--- src/rtl/systolic_seq_ctrl.sv ---
// Sequencer for an N x N output-stationary systolic array: clears the array,
// streams skewed operands for k_len + 2N - 2 cycles, then hands out result rows.
module systolic_seq_ctrl #(
  parameter  int N  = 16,
  parameter  int KW = 8,
  localparam int RW = (N > 1) ? $clog2(N) : 1
) (
  input  logic          clk,
  input  logic          rst,
  input  logic          start,
  input  logic [KW-1:0] k_len,
  output logic          busy,
  output logic          done,
  output logic          err,
  output logic          arr_rst_n,
  output logic [KW:0]   feed_t,
  output logic [N-1:0]  lane_vld,
  output logic          res_valid,
  output logic [RW-1:0] res_row,
  input  logic          res_ready
);

  typedef enum logic [2:0] {
    S_IDLE  = 3'd0,
    S_CLEAR = 3'd1,
    S_FEED  = 3'd2,
    S_OUT   = 3'd3,
    S_DONE  = 3'd4
  } state_t;

  state_t          r_state;
  logic [KW-1:0]   r_k;
  logic [KW:0]     r_t;
  logic [RW-1:0]   r_row;
  logic            r_err;

  logic            w_in_feed;
  logic [KW+1:0]   w_t_wide;
  logic [KW+1:0]   w_t_last;
  logic [N-1:0]    w_lane_vld;

  // The last feed index is k_len + 2N - 3; the comparison runs one bit wider
  // than feed_t so that it cannot wrap even for the largest k_len.
  assign w_in_feed = (r_state == S_FEED);
  assign w_t_wide  = {1'b0, r_t};
  assign w_t_last  = {2'b00, r_k} + (KW+2)'(2*N - 3);

  // NOTE: state is updated with non-blocking assignments only, so every branch
  // reads the pre-edge values of r_t, r_row and r_k regardless of statement order.
  always_ff @(posedge clk) begin
    if (rst) begin
      r_state <= S_IDLE;
      r_k     <= '0;
      r_t     <= '0;
      r_row   <= '0;
      r_err   <= 1'b0;
    end else begin
      case (r_state)
        S_IDLE: begin
          if (start) begin
            if (k_len != '0) begin
              r_k     <= k_len;
              r_err   <= 1'b0;
              r_state <= S_CLEAR;
            end else begin
              r_err   <= 1'b1;
              r_state <= S_DONE;
            end
          end
        end
        S_CLEAR: begin
          r_t     <= '0;
          r_state <= S_FEED;
        end
        S_FEED: begin
          if (w_t_wide == w_t_last) begin
            r_t     <= '0;
            r_row   <= '0;
            r_state <= S_OUT;
          end else begin
            r_t <= r_t + 1'b1;
          end
        end
        S_OUT: begin
          if (res_ready) begin
            if (r_row == RW'(N - 1)) begin
              r_row   <= '0;
              r_state <= S_DONE;
            end else begin
              r_row <= r_row + 1'b1;
            end
          end
        end
        S_DONE: begin
          r_err   <= 1'b0;
          r_state <= S_IDLE;
        end
        default: r_state <= S_IDLE;
      endcase
    end
  end

  // Lane i sees its k_len operands during t = i .. i + k_len - 1.
  for (genvar gi = 0; gi < N; gi++) begin : g_lane
    assign w_lane_vld[gi] = w_in_feed
                         && (w_t_wide >= (KW+2)'(gi))
                         && ((w_t_wide - (KW+2)'(gi)) < {2'b00, r_k});
  end

  assign busy      = (r_state != S_IDLE);
  assign done      = (r_state == S_DONE);
  assign err       = (r_state == S_DONE) && r_err;
  assign arr_rst_n = !rst && (r_state != S_CLEAR);
  assign feed_t    = w_in_feed ? r_t : '0;
  assign lane_vld  = w_lane_vld;
  assign res_valid = (r_state == S_OUT);
  assign res_row   = r_row;

endmodule

--- config.mk ---
export PLATFORM = sky130hd
export DESIGN_NAME = systolic_seq_ctrl
export DESIGN_NICKNAME = d
export VERILOG_FILES = /design/src/rtl/systolic_seq_ctrl.sv
export SDC_FILE = /design/constraint.sdc
export NUM_CORES = 1
export LEC_CHECK = 0
export CAP_MARGIN = 5
export CORE_ASPECT_RATIO = 1.75
export CORE_MARGIN = 3
export CORE_UTILIZATION = 55
export CTS_BUF_LIST = sky130_fd_sc_hd__clkbuf_4 sky130_fd_sc_hd__clkbuf_8
export DETAILED_ROUTE_END_ITERATION = 7
export HOLD_SLACK_MARGIN = 0.05
export PLACE_DENSITY = 0.8
export SETUP_SLACK_MARGIN = 0.5
export SYNTH_ARGS = -nofsm -noshare
export SYNTH_HDL_FRONTEND = slang
export SYNTH_SLANG_ARGS = --single-unit
--- constraint.sdc ---
create_clock -name clk -period 3.7 [get_ports clk]
set_input_delay 0.925 -clock clk [delete_from_list [all_inputs] [get_ports clk]]
set_output_delay 0.925 -clock clk [all_outputs]
set_load 0.05 [all_outputs]
==> Yosys cells after proc, flatten, opt, wreduce, memory -nomap -nowiden <==
Index checks and enable logic that the tools add are counted.
{ "classes": {"n_reduce_logical": 45, "mul": 0, "bitwise_logic": 0, "n_mux": 16, "shifts": 0, "div_mod_pow": 0, "n_eq_ne": 11, "add_sub_neg": 18, "order_cmp": 32} }
{ "op_table": {"columns": ["op", "count"], "rows": [
  ["$lt 10x8->1", 15],
  ["$sub 9x4->10 const B", 8],
  ["$ge 9x4->1 const B", 8],
  ["$sub 9x3->10 const B", 4],
  ["$ge 9x3->1 const B", 4],
  ["$logic_and 1x1->1", 34],
  ["$sub 9x2->10 const B", 2],
  ["$ge 9x1->1 const B", 2],
  ["$ge 9x2->1 const B", 2],
  ["$mux 9", 2],
  ["$pmux 9 s2", 1],
  ["$mux 3", 5],
  ["$mux 4", 3],
  ["$pmux 3 s4", 1],
  ["$sub 9x1->10 const B", 1],
  ["$add 8x5->9 const B", 1],
  ["$add 9x1->9 const B", 1],
  ["$eq 9x9->1", 1],
  ["$lt 9x8->1", 1],
  ["$pmux 4 s2", 1],
  ["$reduce_bool 8->1", 1],
  ["$eq 3x2->1 const B", 2],
  ["$ne 2x1->1 const B", 3],
  ["$reduce_and 3->1", 2],
  ["14 further kinds", 17]
]} }
{ "totals": {"latchBits": 0, "out_inout_bits": 34, "rom_bits": 0, "wordCells": 127, "n_memories": 0, "inputBits": 12, "mem_bits_rw": 0, "regBits": 25} }

==> Depth between registers and ports, before layout <==
{ "depth": {"word_depth": 4, "mapped_depth": 14, "ltp_nobuf": 13} }

==> Least setup slack after synthesis <==
OpenSTA, ideal clock, no wires.
{ "synth_timing": {"path_kind": "register -> output", "start": "reg r_t[4]", "end": "out lane_vld[4]", "required_time_ns": 2.775, "path_stages_with_launch": 13, "n_path_buf": 3, "slack_ns": -0.962, "arrival_time_ns": 3.737, "cell_sequence": "dfxtp_1 > clkbuf_1 > clkinv_1 > buf_1 > ha_1 > clkbuf_1 > a21boi_0 > nand2_1 > xnor2_1 > ha_1 > a211o_1 > a221o_1 > a41oi_1"} }
{ "synth_between": {"elab_chain_cells": 3, "elab_cells_between_ends": 5} }
{ "synth_lines": {"columns": ["element", "line_no", "text"], "rows": [
  ["from (decl)", "33", "logic [KW:0] r_t;"],
  ["from (signal assigned)", "81", "r_t <= r_t + 1'b1;"],
  ["$sub 9x3->10 or $ge 9x3->1 (tied branches)", "107, 106", null],
  ["$lt 10x8->1 or $logic_and 1x1->1 (tied branches)", "107, 106", null],
  ["$logic_and 1x1->1 (*)", "107", "&& ((w_t_wide - (KW+2)'(gi)) < {2'b00, r_k});"],
  ["to (decl)", "17", "output logic [N-1:0] lane_vld,"]
]} }
Mark *: on every way between the ends. The rest lies on a longest branch, timed or not.

==> Final worst setup path <==
{ "layout_timing": {"start": "reg r_t[1]", "end": "out lane_vld[5]"} }
The elaborated chain is that of the path after synthesis.

==> impl_metrics.json <==
{
  "max-slew-margin-rel": 0.501,
  "endpoint_kind": "output pin",
  "synth-xor-area-share": 0.134,
  "maxCapViolCount": 0,
  "drive_gt1_frac": 0.356,
  "reg2reg_to": "res_row[0]",
  "r2r_slack_ps": 940,
  "cts.sinks": 25,
  "critPathKind": "register to output pin",
  "drt_pre_antenna_iters": 5,
  "hp-class": "register to register",
  "cp.arrival_ps": 2860,
  "leakagePower_nw": 3.33,
  "syn_nets": 788,
  "dieArea_um2": 10500,
  "synth_area_um2": 5100,
  "antenna_cells": 0,
  "reg2reg_from": "r_k[5]",
  "final_max_slew_viol_count": 0,
  "dp_cells": 831,
  "drt_iter0_drc": 567,
  "period_needed_ps": 3780,
  "irDropWorstVdd_mv": 0.380,
  "final_cells": 913,
  "synth_cell_types": 55,
  "rsz0062_at_grt": "true",
  "fin_crit_sh": 1.02,
  "core_um2": 8840,
  "yosysWarnings": 0,
  "grt-ovfl-total": 0,
  "multi_input_area_um2": 5230,
  "vias": 6168,
  "cts_tree": "built",
  "vias_per_cell": 6.76,
  "worstPathRequired_ps": 2770,
  "routedWlPerCell_um": 24.8,
  "grt_pass1_wl_mm": 31.5,
  "drcViolationCount": 0,
  "synthFlopType": "dfxtp_1",
  "final_cell_mix": "buf_4 (96), ha_1 (92), nand2_1 (51), xnor2_1 (50), nor2_1 (44)",
  "ctsHoldBuffers": 0,
  "clk_pin_slew_worst_paths_ps": 90,
  "start_kind": "register",
  "grtUsageTotal": 0.380,
  "root_buffer": "clkbuf_8",
  "regArea_um2": 528,
  "synth_top_family_by_area": "adder cells",
  "finalNetCount": 921,
  "async_reset_ff_frac": 0,
  "rr_worst_depth": 7,
  "synth_mux_area_frac": 0.0238,
  "htreeDepth": 1,
  "synth_compound_gate_area_share": 0.251,
  "wl_mm": 22.7,
  "worst_slew_pin_slew_ps": 748,
  "grt_max_degree": 24,
  "synth-adder-area-share": 0.275,
  "cts_inserted_buffers": 3,
  "final_common_cell": "buf_4",
  "power_density_nw_per_um2": 296,
  "violations": "negative setup slack",
  "port_buffers": 45,
  "ant_nets": 0,
  "grt_pass1_vias": 6242,
  "fmax_ghz": 0.264,
  "clockBufferDepth": 2,
  "synth-seq-cells": 25,
  "fp.dieW_um": 78.8,
  "gp_congestion": 1.03,
  "syn_area_per_cell_um2": 7.68,
  "endpoint": "lane_vld[5]",
  "synthSimpleGateAreaFrac": 0.165,
  "clock_latency_ps": 280,
  "row_count": 45,
  "antenna_found_initial": 0,
  "pre_cts_ws_ps": 69.8,
  "status": "finished with violations",
  "crit_start": "r_t[1]",
  "synth_edf_count": 0,
  "clock_skew_ps": 2.54,
  "setup_slack_ps": -83.6,
  "ios": 46,
  "crit_fanout": 6,
  "hold_viol_final": 0,
  "hpwlAfterDp_mm": 14.4,
  "setup_viol": 6,
  "area_growth_pct": 53.6,
  "fill_cells": 434,
  "yosysSeqAreaShare": 0.0981,
  "initial_core_util": 0.577,
  "synth_cells": 664,
  "die_y_um": 133
}
final cells by class:
cell class              instances  share of cell area
multi-input cells             566               0.668
flip-flops and latches         25              0.0674
inverters                      36              0.0257
repair buffers                165               0.214
clock buffers                   4             0.00623
well taps                     117              0.0187
through the flow:
stage                     power (mW)  TNS, ps  hold slack (ps)   util  area [um^2]
after CTS                       2.03        0              533  0.831         7350
after global placement          1.64        0              497  0.737         6510
after detailed placement        1.69        0              523  0.737         6510
after floorplan                 1.30        0              490      -         5690
final                           2.32     -181              535  0.887         7840
after global routing            2.44     -750              568  0.887         7840
flip-flops by register name (all words and copies together) (netlist names):
signal   cells
r_t          9
r_k          8
res_row      4
r_state      3
r_err        1
cells in the mapped netlist, types with 19 or more instances:
cell / n / share of area
inv_1: 33 / 0.024
a21oi_1: 36 / 0.035
ha_1: 112 / 0.27
dfxtp_1: 25 / 0.098
nand3_1: 19 / 0.019
a21o_1: 38 / 0.056
xor2_1: 23 / 0.039
o21ai_0: 27 / 0.026
nand2_1: 59 / 0.043
xnor2_1: 55 / 0.094
nor2_1: 50 / 0.037
clkbuf_1: 32 / 0.024
repair_timing:
action | 4_1_cts | 5_1_grt
setup buffers | 52 | 26
endpoints found under the setup margin | 22 | 19
gates resized for setup | 87 | 62
pin swaps | 58 | 53
critical path, stage by stage (launching register included):
cell	delay, ps
dfxtp_4	390
buf_4	140
buf_4	150
ha_4	200
a21o_1	200
nand2_1	120
nand3_1	100
xnor2_1	170
ha_1	270
a211o_1	300
a221oi_2	180
o21a_2	200
buf_12	140
report_power, final:
part           total, mW  internal, mW  switching, mW
clock              0.179        0.0848         0.0945
sequential         0.356         0.296         0.0592
combinational       1.78         0.766           1.02
worst min path at each step:
stage	start	end	slack [ps]	cells past startpoint
after floorplan	r_err	r_err	490	2
after global placement	res_row[3]	res_row[3]	500	1
after detailed placement	res_row[3]	res_row[3]	520	1
after CTS	res_row[3]	res_row[3]	530	1
after global routing	res_row[3]	res_row[3]	570	1
final	res_row[3]	res_row[3]	540	1
cell families after synthesis:
logic type	Yosys count
muxes	12
buffers and inverters	73
DFF	25
xor gates and xnor gates	78
and+or+nand+nor	182
adders and majority gates	112
AOI/OAI and AO/OA	182
metal layers:
| metal | vias up | wire, um | track usage |
|---|---|---|---|
| met5 | - | 0 | 0 |
| met2 | 436 | 11000 | 0.682 |
| li1 | 2653 | - | - |
| met1 | 2868 | 7380 | 0.371 |
| met3 | 211 | 1730 | 0.0555 |
| met4 | 0 | 2560 | 0.325 |
Note: power is estimated with default switching activity, not from simulation.
